===== src/rtl/fpu_pkg.sv =====
// Shared types for the FPU requester slice.
//   fpu_cmd_t    : one queued command (operation, two sources, destination, payload)
//   req_state_t  : requester FSM states
//   OP_FLOAD / OP_FUNARY : sample operation codes used by benches; the
//                  requester itself never decodes the operation field.
package fpu_pkg;

    typedef struct packed {
        logic [5:0]  op;
        logic [4:0]  x1;
        logic [4:0]  x2;
        logic [4:0]  y;
        logic [31:0] data;
    } fpu_cmd_t;

    typedef enum logic [1:0] {
        IDLE = 2'd0,
        WAIT = 2'd1,
        RESP = 2'd2
    } req_state_t;

    localparam logic [5:0] OP_FLOAD  = 6'b111110;
    localparam logic [5:0] OP_FUNARY = 6'b110001;

endpackage


===== src/rtl/fpu_cmd_fifo.sv =====
// Synchronous command FIFO holding fpu_cmd_t entries.
// Ports:
//   clk, rstn   : clock and asynchronous active-low reset
//   push, din   : write request and entry (ignored while full)
//   pop, dout   : read request and current head (ignored while empty)
//   full, empty : occupancy flags, both derived from registered pointers
module fpu_cmd_fifo
    import fpu_pkg::*;
#(
    parameter int DEPTH = 4
) (
    input  logic     clk,
    input  logic     rstn,
    input  logic     push,
    input  fpu_cmd_t din,
    input  logic     pop,
    output fpu_cmd_t dout,
    output logic     full,
    output logic     empty
);

    localparam int AW = $clog2(DEPTH);
    localparam logic [AW:0] PTR_ONE = {{AW{1'b0}}, 1'b1};

    // Pointers carry one extra wrap bit so full and empty can be told apart.
    logic [AW:0] wr_ptr_q, wr_ptr_d;
    logic [AW:0] rd_ptr_q, rd_ptr_d;
    fpu_cmd_t    mem_q [DEPTH];
    fpu_cmd_t    mem_d [DEPTH];
    logic        do_push;
    logic        do_pop;

    // Full looks only at registered pointers, so a pop in the same cycle
    // does not open a slot for a push.
    assign full    = (wr_ptr_q[AW] != rd_ptr_q[AW]) &&
                     (wr_ptr_q[AW-1:0] == rd_ptr_q[AW-1:0]);
    assign empty   = (wr_ptr_q == rd_ptr_q);
    assign do_push = push && !full;
    assign do_pop  = pop && !empty;
    assign dout    = mem_q[rd_ptr_q[AW-1:0]];

    always_comb begin
        mem_d    = mem_q;
        wr_ptr_d = wr_ptr_q;
        rd_ptr_d = rd_ptr_q;
        if (do_push) begin
            mem_d[wr_ptr_q[AW-1:0]] = din;
            wr_ptr_d = wr_ptr_q + PTR_ONE;
        end
        if (do_pop) begin
            rd_ptr_d = rd_ptr_q + PTR_ONE;
        end
    end

    always_ff @(posedge clk or negedge rstn) begin
        if (!rstn) begin
            wr_ptr_q <= '0;
            rd_ptr_q <= '0;
            for (int i = 0; i < DEPTH; i++) begin
                mem_q[i] <= '0;
            end
        end else begin
            wr_ptr_q <= wr_ptr_d;
            rd_ptr_q <= rd_ptr_d;
            mem_q    <= mem_d;
        end
    end

endmodule


===== src/rtl/fpu_req_master.sv =====
// Requester side of the FPU command handshake.
// Commands from the core are queued, issued one at a time to the FPU with
// fpu_ready held high until fpu_valid, and the result is returned to the core
// through a valid/ready response port. A watchdog aborts a request that the
// FPU never completes.
// Ports:
//   clk, rstn                      : clock, asynchronous active-low reset
//   cmd_valid/cmd_ready, cmd_*     : command input from the core
//   rsp_valid/rsp_ready, rsp_*     : response output to the core
//   fpu_ready, fpu_operation..in_data : registered request to the FPU
//   fpu_valid, fpu_out_data, fpu_cond : completion from the FPU
//   busy                           : work queued or in flight
module fpu_req_master
    import fpu_pkg::*;
#(
    parameter int DEPTH   = 4,
    parameter int TIMEOUT = 1024
) (
    input  logic        clk,
    input  logic        rstn,
    input  logic        cmd_valid,
    output logic        cmd_ready,
    input  logic [5:0]  cmd_op,
    input  logic [4:0]  cmd_x1,
    input  logic [4:0]  cmd_x2,
    input  logic [4:0]  cmd_y,
    input  logic [31:0] cmd_data,
    output logic        rsp_valid,
    input  logic        rsp_ready,
    output logic [31:0] rsp_data,
    output logic        rsp_cond,
    output logic        rsp_timeout,
    output logic        fpu_ready,
    input  logic        fpu_valid,
    output logic [5:0]  fpu_operation,
    output logic [4:0]  fpu_x1,
    output logic [4:0]  fpu_x2,
    output logic [4:0]  fpu_y,
    output logic [31:0] fpu_in_data,
    input  logic [31:0] fpu_out_data,
    input  logic        fpu_cond,
    output logic        busy
);

    // A zero TIMEOUT disables the watchdog; keep the counter at least one bit wide.
    localparam int CW = (TIMEOUT > 0) ? $clog2(TIMEOUT + 1) : 1;
    localparam logic [CW-1:0] CNT_LAST = CW'((TIMEOUT > 0) ? TIMEOUT - 1 : 0);
    localparam logic [CW-1:0] CNT_MAX  = '1;
    localparam logic [CW-1:0] CNT_ONE  = {{(CW-1){1'b0}}, 1'b1};

    req_state_t    state_q, state_d;
    fpu_cmd_t      req_q, req_d;
    logic          fpu_ready_q, fpu_ready_d;
    logic [CW-1:0] count_q, count_d;
    logic          rsp_valid_q, rsp_valid_d;
    logic [31:0]   rsp_data_q, rsp_data_d;
    logic          rsp_cond_q, rsp_cond_d;
    logic          rsp_timeout_q, rsp_timeout_d;

    fpu_cmd_t      cmd_in;
    fpu_cmd_t      fifo_head;
    logic          fifo_full;
    logic          fifo_empty;
    logic          fifo_pop;

    assign cmd_in    = {cmd_op, cmd_x1, cmd_x2, cmd_y, cmd_data};
    assign cmd_ready = !fifo_full;

    fpu_cmd_fifo #(
        .DEPTH (DEPTH)
    ) u_fifo (
        .clk   (clk),
        .rstn  (rstn),
        .push  (cmd_valid),
        .din   (cmd_in),
        .pop   (fifo_pop),
        .dout  (fifo_head),
        .full  (fifo_full),
        .empty (fifo_empty)
    );

    // Next-state logic: only one request is outstanding, and a new one is
    // issued only after the previous response has been consumed.
    always_comb begin
        state_d       = state_q;
        req_d         = req_q;
        fpu_ready_d   = fpu_ready_q;
        count_d       = count_q;
        rsp_valid_d   = rsp_valid_q;
        rsp_data_d    = rsp_data_q;
        rsp_cond_d    = rsp_cond_q;
        rsp_timeout_d = rsp_timeout_q;
        fifo_pop      = 1'b0;

        case (state_q)
            IDLE: begin
                if (!fifo_empty) begin
                    fifo_pop    = 1'b1;
                    req_d       = fifo_head;
                    fpu_ready_d = 1'b1;
                    count_d     = '0;
                    state_d     = WAIT;
                end
            end
            WAIT: begin
                if (fpu_valid) begin
                    fpu_ready_d   = 1'b0;
                    rsp_data_d    = fpu_out_data;
                    rsp_cond_d    = fpu_cond;
                    rsp_timeout_d = 1'b0;
                    rsp_valid_d   = 1'b1;
                    state_d       = RESP;
                end else if ((TIMEOUT != 0) && (count_q == CNT_LAST)) begin
                    fpu_ready_d   = 1'b0;
                    rsp_data_d    = '0;
                    rsp_cond_d    = 1'b0;
                    rsp_timeout_d = 1'b1;
                    rsp_valid_d   = 1'b1;
                    state_d       = RESP;
                end else if (count_q != CNT_MAX) begin
                    // Saturate so a disabled watchdog never wraps.
                    count_d = count_q + CNT_ONE;
                end
            end
            RESP: begin
                if (rsp_ready) begin
                    rsp_valid_d = 1'b0;
                    state_d     = IDLE;
                end
            end
            default: begin
                state_d = IDLE;
            end
        endcase
    end

    always_ff @(posedge clk or negedge rstn) begin
        if (!rstn) begin
            state_q       <= IDLE;
            req_q         <= '0;
            fpu_ready_q   <= 1'b0;
            count_q       <= '0;
            rsp_valid_q   <= 1'b0;
            rsp_data_q    <= '0;
            rsp_cond_q    <= 1'b0;
            rsp_timeout_q <= 1'b0;
        end else begin
            state_q       <= state_d;
            req_q         <= req_d;
            fpu_ready_q   <= fpu_ready_d;
            count_q       <= count_d;
            rsp_valid_q   <= rsp_valid_d;
            rsp_data_q    <= rsp_data_d;
            rsp_cond_q    <= rsp_cond_d;
            rsp_timeout_q <= rsp_timeout_d;
        end
    end

    assign fpu_ready     = fpu_ready_q;
    assign fpu_operation = req_q.op;
    assign fpu_x1        = req_q.x1;
    assign fpu_x2        = req_q.x2;
    assign fpu_y         = req_q.y;
    assign fpu_in_data   = req_q.data;
    assign rsp_valid     = rsp_valid_q;
    assign rsp_data      = rsp_data_q;
    assign rsp_cond      = rsp_cond_q;
    assign rsp_timeout   = rsp_timeout_q;
    assign busy          = !fifo_empty || (state_q != IDLE);

endmodule


===== config.mk =====
export PLATFORM = sky130hd
export DESIGN_NAME = fpu_req_master
export DESIGN_NICKNAME = d
export VERILOG_FILES = /design/src/rtl/fpu_pkg.sv /design/src/rtl/fpu_cmd_fifo.sv /design/src/rtl/fpu_req_master.sv
export SDC_FILE = /design/constraint.sdc
export NUM_CORES = 1
export LEC_CHECK = 0
export ABC_AREA = 0
export CAP_MARGIN = 20
export CORE_UTILIZATION = 58
export CTS_BUF_LIST = sky130_fd_sc_hd__clkbuf_16
export DETAILED_ROUTE_END_ITERATION = 7
export PLACE_DENSITY = 0.95
export SYNTH_ARGS = -nofsm -noshare
export SYNTH_HDL_FRONTEND = slang
export SYNTH_SLANG_ARGS = --single-unit

===== constraint.sdc =====
create_clock -name clk -period 3.9 [get_ports clk]
set_clock_uncertainty 0.2 [all_clocks]
set_input_delay 0.39 -clock clk [delete_from_list [all_inputs] [get_ports clk]]
set_output_delay 0.39 -clock clk [all_outputs]
set_load 0.03 [all_outputs]

# == Word-level counts from Yosys, hierarchy flattened ==
# Index checks and enable logic that the tools add are counted.
# totals
in_bits,91
regBits,320
out_inout_bits,91
# classes
magnitude_cmp,3
n_eq_ne,13
n_bitwise,3
muxes,30
reduce_logical,18
add_sub_neg,3
# ops
operator,n
$bwmux 212,1
$mux 53,3
$bmux 53 s2,1
$demux 53 s2,1
$mux 32,2
$mux 11,4
$pmux 11 s2,1
$add 11x1->11 const B,1
$eq 11x10->1 const B,1
$ne 11x11->1 const B,1
$mux 1,10
$ne 2x2->1 const B,5
$reduce_and 3->1,3
$mux 2,4
$reduce_bool 2->1,4
$add 3x1->3 const B,2
$ge 3x3->1 const B,2
$not 2->3,2
$pmux 2 s3,1
$reduce_and 5->1,1
$logic_and 1x1->1,4
$pmux 1 s2,2
$reduce_and 2->1,2
$eq 3x3->1,1
other kinds (10),11

# == Longest topological paths before layout ==
# Gate-level depths: netlist of run 1.
# logic_depth
ltp_word,6
depth_mapped,7
ltp_nobuf,5

# == Hierarchy ==
# A second synthesis of run 1 with hierarchy kept.
# unflattened
hier_cells,947
hier_area_um2,13649.3
# by_module_without_submodules
mod,area_per_inst_um2,seq_area_each_um2,instances,cells_each
fpu_cmd_fifo,9619.2,5455.2,1,555
fpu_req_master,4030.1,2552.4,1,392

# == Worst setup path before layout of run 1 ==
# No wires, ideal clock.
# synth_timing
kind,flip-flop to flip-flop
startpoint,register u_fifo.rd_ptr_q[0]
endpoint,register req_q (netlist bit fpu_in_data[0])
period_less_slack_ns,2.193
setup_slack_ns,1.707
stages_incl_launch_ff,5
arrival_time_ns,1.869
path_cell_list,dfrtp_1 buf_4 buf_1 mux4_2 mux2_2
# synth_via
elab_chain_len,4
word_cells_on_any_way,7
# synth_lines
item,line,source
"start, declared",fpu_cmd_fifo.sv:27,"logic [AW:0] rd_ptr_q, rd_ptr_d;"
"start signal, assigned",fpu_cmd_fifo.sv:64,rd_ptr_q <= rd_ptr_d;
$not 2->3 (not written as such),fpu_cmd_fifo.sv:40,assign dout = mem_q[rd_ptr_q[AW-1:0]];
$bmux 53 s2,fpu_cmd_fifo.sv:40,
$mux 53 (not written as such) (2 in a row),fpu_cmd_fifo.sv:40,
"end signal, assigned",fpu_req_master.sv:149,req_q <= req_d;
"end, declared",fpu_req_master.sv:52,"fpu_cmd_t req_q, req_d;"
# Several ways; a longest one is shown, not always the timed one. The select of a mux whose other input is x is not followed.
# A chain may end at the register's enable or synchronous reset.

# == Worst setup path after layout of run 1 ==
# layout_timing
startpoint,register u_fifo.rd_ptr_q[0]
endpoint,output port busy
# layout_via
elab_chain_len,3
# layout_lines
item,line,source
$eq 3x3->1,fpu_cmd_fifo.sv:37,assign empty = (wr_ptr_q == rd_ptr_q);
$logic_not 1->1,fpu_req_master.sv:169,assign busy = !fifo_empty || (state_q != IDLE);
$logic_or 1x1->1,fpu_req_master.sv:169,
"end, declared",fpu_req_master.sv:42,output logic busy
# Every way passes these cells.

==> results of run 1 <==
power by group:
part	internal (uW)	switching, uW
Combinational	3820	3090
Clock	1830	1270
Sequential	5010	978
worst register-to-register path, delay by kind of cell (launching register included):
| kind | cells | cell delay, ns |
|---|---|---|
| AO/OA/AOI/OAI | 1 | 0.22 |
| XOR/XNOR | 1 | 0.43 |
| buffers and inverters | 1 | 0.29 |
| flip-flops | 1 | 0.70 |
| multiplexers | 1 | 0.40 |
| AND/OR/NAND/NOR | 1 | 0.34 |
registers in the layout, indices dropped and copies added (netlist names), 2 cells and up:
register / count
count_q: 11
fpu_in_data: 32
fpu_operation: 6
fpu_x1: 5
fpu_x2: 5
fpu_y: 5
rsp_data: 32
state_q: 2
u_fifo.mem_q: 212
u_fifo.rd_ptr_q: 3
u_fifo.wr_ptr_q: 3
through the flow:
| stage | instance area [sq um] | utilization, % |
|---|---|---|
| 6_report | 16600 | 73.5 |
| 2_1_floorplan | 13400 | - |
| 3_3_place_gp | 15600 | 68.7 |
| 4_1_cts | 16600 | 73.5 |
| 3_5_place_dp | 15600 | 68.7 |
| 5_1_grt | 16600 | 73.5 |
cell usage in the layout (no fill, tap or decap), types with 8 or more instances in the layout:
cell type,synthesis,routed
dfrtp_1,320,318
mux2_2,253,253
clkdlybuf4s50_1,0,180
mux4_2,53,53
clkbuf_16,0,35
a22o_1,34,34
inv_1,7,17
mux2_1,13,13
buf_4,3,9
nand2_1,12,8
nand3_1,8,8
how the worst max path moves through the flow:
stage / endpoint / from / depth (start not counted) / slack (ns)
floorplan: fpu_in_data[0] / u_fifo.rd_ptr_q[0] / 4 / 1.71
global placement: busy / u_fifo.rd_ptr_q[0] / 4 / 1.02
detailed placement: busy / u_fifo.rd_ptr_q[0] / 4 / 1.0
CTS: busy / u_fifo.rd_ptr_q[0] / 4 / 0.45
global route: busy / u_fifo.rd_ptr_q[0] / 4 / 0.35
finish: busy / u_fifo.rd_ptr_q[0] / 4 / 0.48
layer usage:
metal	vias to the layer above	wire (um)
li1	3438	-
met1	4103	11800
met2	216	14000
met3	38	1430
met4	0	620
met5	-	0
cell families (layout without fill, tap and decap cells):
family,count (synthesis),after routing
AND/OR/NAND/NOR,45,45
multiplexers,319,319
XOR/XNOR,8,8
AO/OA/AOI/OAI,66,66
buffers and inverters,54,265
flip-flops,320,320
adder cells (fa/ha/maj),6,6
cell usage after synthesis, types with 2 or more instances:
master / instances
a22o_1: 34
a21oi_1: 7
o31ai_1: 3
xnor2_1: 4
buf_4: 3
ha_1: 6
buf_1: 5
inv_1: 7
nand2_1: 12
nor2_1: 4
dfrtp_1: 320
nand2b_1: 3
mux2_2: 253
a41oi_1: 2
a31oi_1: 2
buf_2: 25
nand3_1: 8
or4_1: 2
and4b_1: 2
xnor2_2: 2
mux2_1: 13
o21ai_0: 7
nor3_1: 4
and3_1: 2
mux4_2: 53
xor2_1: 2
clkbuf_1: 14
final cells by class:
cell class | instances | area, sq um | area share (%)
inverters | 7 | 26.3 | 0.158
clock inverters | 25 | 195 | 1.17
repair buffers | 198 | 2030 | 12.2
flip-flops and latches | 320 | 8010 | 48.1
clock buffers | 35 | 876 | 5.26
well taps | 285 | 357 | 2.14
multi-input cells | 444 | 5140 | 30.9
==> flow_summary.json, run 1 <==
{
  "outcome": "complete, no violations",
  "first_pass_iters": 6,
  "grt_pass1_wl_um": 45200,
  "top_level_ports": 182,
  "synth_cells": 818,
  "synthAdderAreaFrac_pct": 0.561,
  "overflow": 0,
  "worst_hold_slack_ns": 0.275,
  "gp_congestion": 0.829,
  "wl_per_cell_um": 21.2,
  "ctsResizeCount": 0,
  "drive_gt1_share_pct": 37.0,
  "dieArea_sq_um": 23700,
  "tritoncts": "yes",
  "min_period_over_period_pct": 87.7,
  "row_count": 55,
  "gr-usage-met3_pct": 4.82,
  "cp_max_fo": 26,
  "hold_buffers": 1,
  "power_uw": 16000,
  "netlist.area_leader.share_pct": 59.9,
  "rrSetupSlack_ns": 1.21,
  "ys_warn_count": 0,
  "met2_usage_pct": 41.3,
  "cap_violations": 0,
  "worst_setup_path_start_kind": "flip-flop",
  "fill_cells": 1329,
  "htreeDepth": 2,
  "cp_num_buf_inv": 1,
  "syn_area_sq_um": 13400,
  "die_y_um": 154,
  "muxShareOfSynthArea_pct": 31.3,
  "fmax_mhz": 292,
  "tightest_slew_ns": 0.905,
  "core_sq_um": 22600,
  "synth_cell_type_count": 46,
  "end_kind": "primary output",
  "via_per_inst": 5.93,
  "timing.rr.start": "u_fifo.rd_ptr_q[0]",
  "cpMaxStageDelayCell": "dfrtp_4",
  "worstPathCellList": "xnor2_2 -> nand3_1 -> or3_1 -> clkdlybuf4s50_1",
  "cpPeakStageDelay_ns": 0.70,
  "synth_top_family_by_area": "multiplexers",
  "hpwlAfterDp_um": 17000,
  "die_x_um": 154,
  "ys_ff_latch": 320,
  "grt_use_met1_pct": 32.3,
  "synthArstFlopShare_pct": 100,
  "synth-seq-area-share_pct": 59.9,
  "cts.path.max_buffers": 3,
  "post_cts_buffers": 0,
  "synth-xor-area-share_pct": 0.636,
  "maxSlewViolCount": 0,
  "leakage_uw": 0.00710,
  "cts.sinks": 320,
  "grt_max_degree": 117,
  "via_count": 7795,
  "worstSetupPathType": "flip-flop to primary output",
  "synthToLayoutAreaGrowth_pct": 24.5,
  "cts_buffers": 34,
  "setup_slack_ns": 0.478,
  "start_util_pct": 59.1,
  "period_needed_ns": 3.42,
  "routed_wl_um": 27800,
  "synth_edf_count": 0,
  "worst_hold_path_type": "input port to flip-flop",
  "synth_area_leader_cell": "dfrtp_1",
  "critical_path_arrival_ns": 2.83,
  "drtIter0Drc": 460,
  "synth_fp_nets": 915,
  "clkTransAtPathRegs_ns": 0.06,
  "hold_end": "state_q[1]",
  "required_ns": 3.31,
  "tns_ns": 0,
  "rsz0062_at_grt": "no",
  "grt_pass1_vias": 8374,
  "portBuffers": 181,
  "placed_cells": 1253,
  "setup_viol": 0,
  "ff2ff_path_depth": 5,
  "drcViolationCount": 0,
  "clk_latency_ns": 0.51,
  "drtAntennaViolNets": 0,
  "critical_path.top_delay_family": "flip-flops",
  "antenna_found_initial": 0,
  "worst_slew_margin_rel_pct": 39.6,
  "synth-compound-area-share_pct": 3.97,
  "hold_path_depth": 2,
  "ir_drop_uv": 537,
  "grt_usage_pct": 24.6,
  "instances_no_fill": 1314,
  "ys_top_cells_by_area": "dfrtp_1 (60%), mux2_2 (21%), mux4_2 (8.9%)",
  "power_density_nw_per_um2": 961,
  "diodes": 0,
  "avgSynthCellArea_sq_um": 16.3,
  "r2r_end": "u_fifo.mem_q[12]",
  "busiest_layer": "met2",
  "synth_simple_gate_area_share_pct": 1.80,
  "cts-root-buf": "clkbuf_16",
  "pre_cts_slack_ns": 0.998,
  "synth_flop_cell": "dfrtp_1",
  "layout.nets": 1102,
  "holdCritStartpoint": "rsp_ready",
  "hold_violations": 0
}
Power figures use the tool's default switching activity.
==> run 2, diff against run 1 <==
ABC_AREA = unset   (was 0)
==> results of run 2 <==
No change in the layout: final DEF, timing and power equal those of run 1.
==> run 3, diff against run 2 <==
--- a/config.mk
+++ b/config.mk
@@ -9,3 +9,3 @@
 export CORE_UTILIZATION = 58
-export CTS_BUF_LIST = sky130_fd_sc_hd__clkbuf_16
+export CTS_BUF_LIST = sky130_fd_sc_hd__clkbuf_2 sky130_fd_sc_hd__clkbuf_4 sky130_fd_sc_hd__clkbuf_8
 export DETAILED_ROUTE_END_ITERATION = 7
==> constraint.sdc (replaced) <==
create_clock -name clk -period 3.9 [get_ports clk]
set_clock_uncertainty 0.2 [all_clocks]
set_input_delay 0.78 -clock clk [delete_from_list [all_inputs] [get_ports clk]]
set_output_delay 0.78 -clock clk [all_outputs]
set_load 0.03 [all_outputs]
==> run 3 against run 2 <==
  * Final cell count grew 2.7%
  * Clock power rose by 6%
  * Combinational power grew 1%
  * Worst hold slack got worse by 0.26 ns
  * Design area rose by 0.69%
  * Setup slack worse by 0.16 ns
  * First-iteration DRC count shrank 17%
  * Sequential cell count stayed put
  * Power is 1.2% higher
  * Sequential share of layout area decreased by 0.33 points
  * Register-to-register slack lost 0.13 ns
  * Via count grew 1.0%
  * Critical endpoint unchanged
==> flow_summary.json, run 3 (synthesis results as in run 1) <==
{
  "hold_buffers": 0,
  "min_period_over_period_pct": 92.0,
  "rrSetupSlack_ns": 1.08,
  "htreeDepth": 2,
  "routed_wl_um": 28000,
  "portBuffers": 181,
  "pwr-share-comb_pct": 43.3,
  "maxSlewViolCount": 0,
  "p_int_uw": 10800,
  "layout.nets": 1119,
  "tns_ns": 0,
  "wl_met1_um": 11800,
  "power_uw": 16200,
  "grt_pass1_wl_um": 45400,
  "post_cts_buffers": 0,
  "r2r_end": "u_fifo.mem_q[106]",
  "start_util_pct": 59.1,
  "setup_viol": 0,
  "drtIter0Drc": 381,
  "overflow": 0,
  "antenna_found_initial": 1,
  "top_layer": "met4",
  "final_common_cell": "dfrtp_1",
  "p_sw_share_pct": 33.4,
  "via_per_inst": 5.83,
  "pwr-share-seq_pct": 36.5,
  "final_area_sq_um": 16800,
  "cts_buffers": 51,
  "fmax_mhz": 279,
  "dieArea_sq_um": 23700,
  "core_sq_um": 22600,
  "end_kind": "primary output",
  "instances_no_fill": 1350,
  "rsz0062_at_grt": "no",
  "ff2ff_path_depth": 5,
  "via_count": 7874,
  "worst_hold_path_type": "input port to async pin",
  "tightest_slew_ns": 0.875,
  "tritoncts": "yes",
  "die_x_um": 154,
  "cpPeakStageDelay_ns": 0.63,
  "cpMaxStageDelayCell": "clkdlybuf4s50_1",
  "period_needed_ns": 3.59,
  "dr_wl_met3_um": 1390,
  "clkTransAtPathRegs_ns": 0.07,
  "cts-root-buf": "clkbuf_8",
  "largest_register": "u_fifo.mem_q",
  "layout_common_cells": "dfrtp_1 (318), mux2_2 (253), clkdlybuf4s50_1 (180), clkbuf_8 (73), mux4_2 (53)",
  "clk_latency_ns": 0.58,
  "hpwlAfterDp_um": 17400,
  "first_pass_iters": 4,
  "dr_wl_met2_um": 14200,
  "worst_setup_path_start_kind": "flip-flop",
  "wl_per_cell_um": 20.7,
  "cp_max_fo": 5,
  "power_density_nw_per_um2": 966,
  "ir_drop_uv": 614,
  "critical_path_arrival_ns": 2.61,
  "ctsResizeCount": 0,
  "drive_gt1_share_pct": 40.5,
  "timing.rr.start": "u_fifo.rd_ptr_q[0]",
  "worst_slew_margin_rel_pct": 41.5,
  "grt_max_degree": 97,
  "grt_usage_pct": 24.6,
  "row_count": 55,
  "die_y_um": 154,
  "cts.sinks": 320,
  "outcome": "complete, no violations",
  "grt_pass1_vias": 8537,
  "placed_cells": 1254,
  "largest_reg_flops": 212,
  "power_frac_clock_pct": 20.3,
  "cts.path.max_buffers": 3,
  "worstSetupPathType": "flip-flop to primary output",
  "drcViolationCount": 0,
  "p_sw_uw": 5400,
  "top_level_ports": 182,
  "dpl-instance-area_sq_um": 15500,
  "worstPathCellList": "xnor2_2 -> nand3_1 -> or3_1 -> clkdlybuf4s50_1",
  "required_ns": 2.92,
  "drtAntennaViolNets": 0,
  "synthToLayoutAreaGrowth_pct": 25.3,
  "leakage_uw": 0.00717,
  "cap_violations": 0,
  "gp_congestion": 0.766,
  "hold_violations": 0
}
## run 3: changes by cell type in the layout (fill, tap and decap cells not counted), sizes merged
cell / delta
clkinv: -3
clkbuf: +49
inv: -10
diode: +1
buf: +1
clkinvlp: -1
dlygate4sd3: -1
## run 3: worst max-delay path by stage
stage | startpoint | end
2_1_floorplan | u_fifo.rd_ptr_q[0] | busy
3_3_place_gp | cmd_valid | u_fifo.mem_q[158]
3_5_place_dp | cmd_valid | u_fifo.mem_q[146]
4_1_cts | u_fifo.rd_ptr_q[0] | busy
5_1_grt | u_fifo.rd_ptr_q[0] | busy
6_report | u_fifo.rd_ptr_q[0] | busy
## run 3: through the flow
step                      setup WS (ns)  utilization [%]  hold WS, ns
final                             0.314             74.0       0.0141
after global routing              0.201             74.0       0.0620
after CTS                         0.280             74.0       0.0262
after detailed placement          0.628             68.6        0.277
after global placement            0.661             68.6        0.268
after floorplan                    1.51                -        0.259
## run 3: critical path, delay by kind of cell, from the launching register on
kind / cells / cell delay (ns)
DFF: 1 / 0.49
and+or+nand+nor: 2 / 0.55
buffers and inverters: 1 / 0.63
xor gates and xnor gates: 1 / 0.36
## run 3: final cells by class
type	instances	area, sq um
flip-flops and latches	320	8010
fillers	1314	5880
multi-input cells	444	5140
repair buffers	198	1990
clock buffers	84	1090
well taps	285	357
clock inverters	11	136
inverters	7	26.3
diodes	1	2.50
## run 3: layer usage
layer | global-route usage, % | vias to the layer above
li1 | - | 3482
met4 | 8.90 | 0
met2 | 41.0 | 219
met3 | 5.16 | 47
met5 | 0 | -
met1 | 32.3 | 4126
## run 3: power by group through the flow
stage / sequential [uW] / clock [uW] / combinational, uW
after floorplan: 6540 / 0 / 4160
after CTS: 5900 / 3340 / 7090
final: 5900 / 3280 / 7000
after global placement: 5800 / 0 / 6790
after detailed placement: 5940 / 0 / 7030
after global routing: 6080 / 3500 / 7430
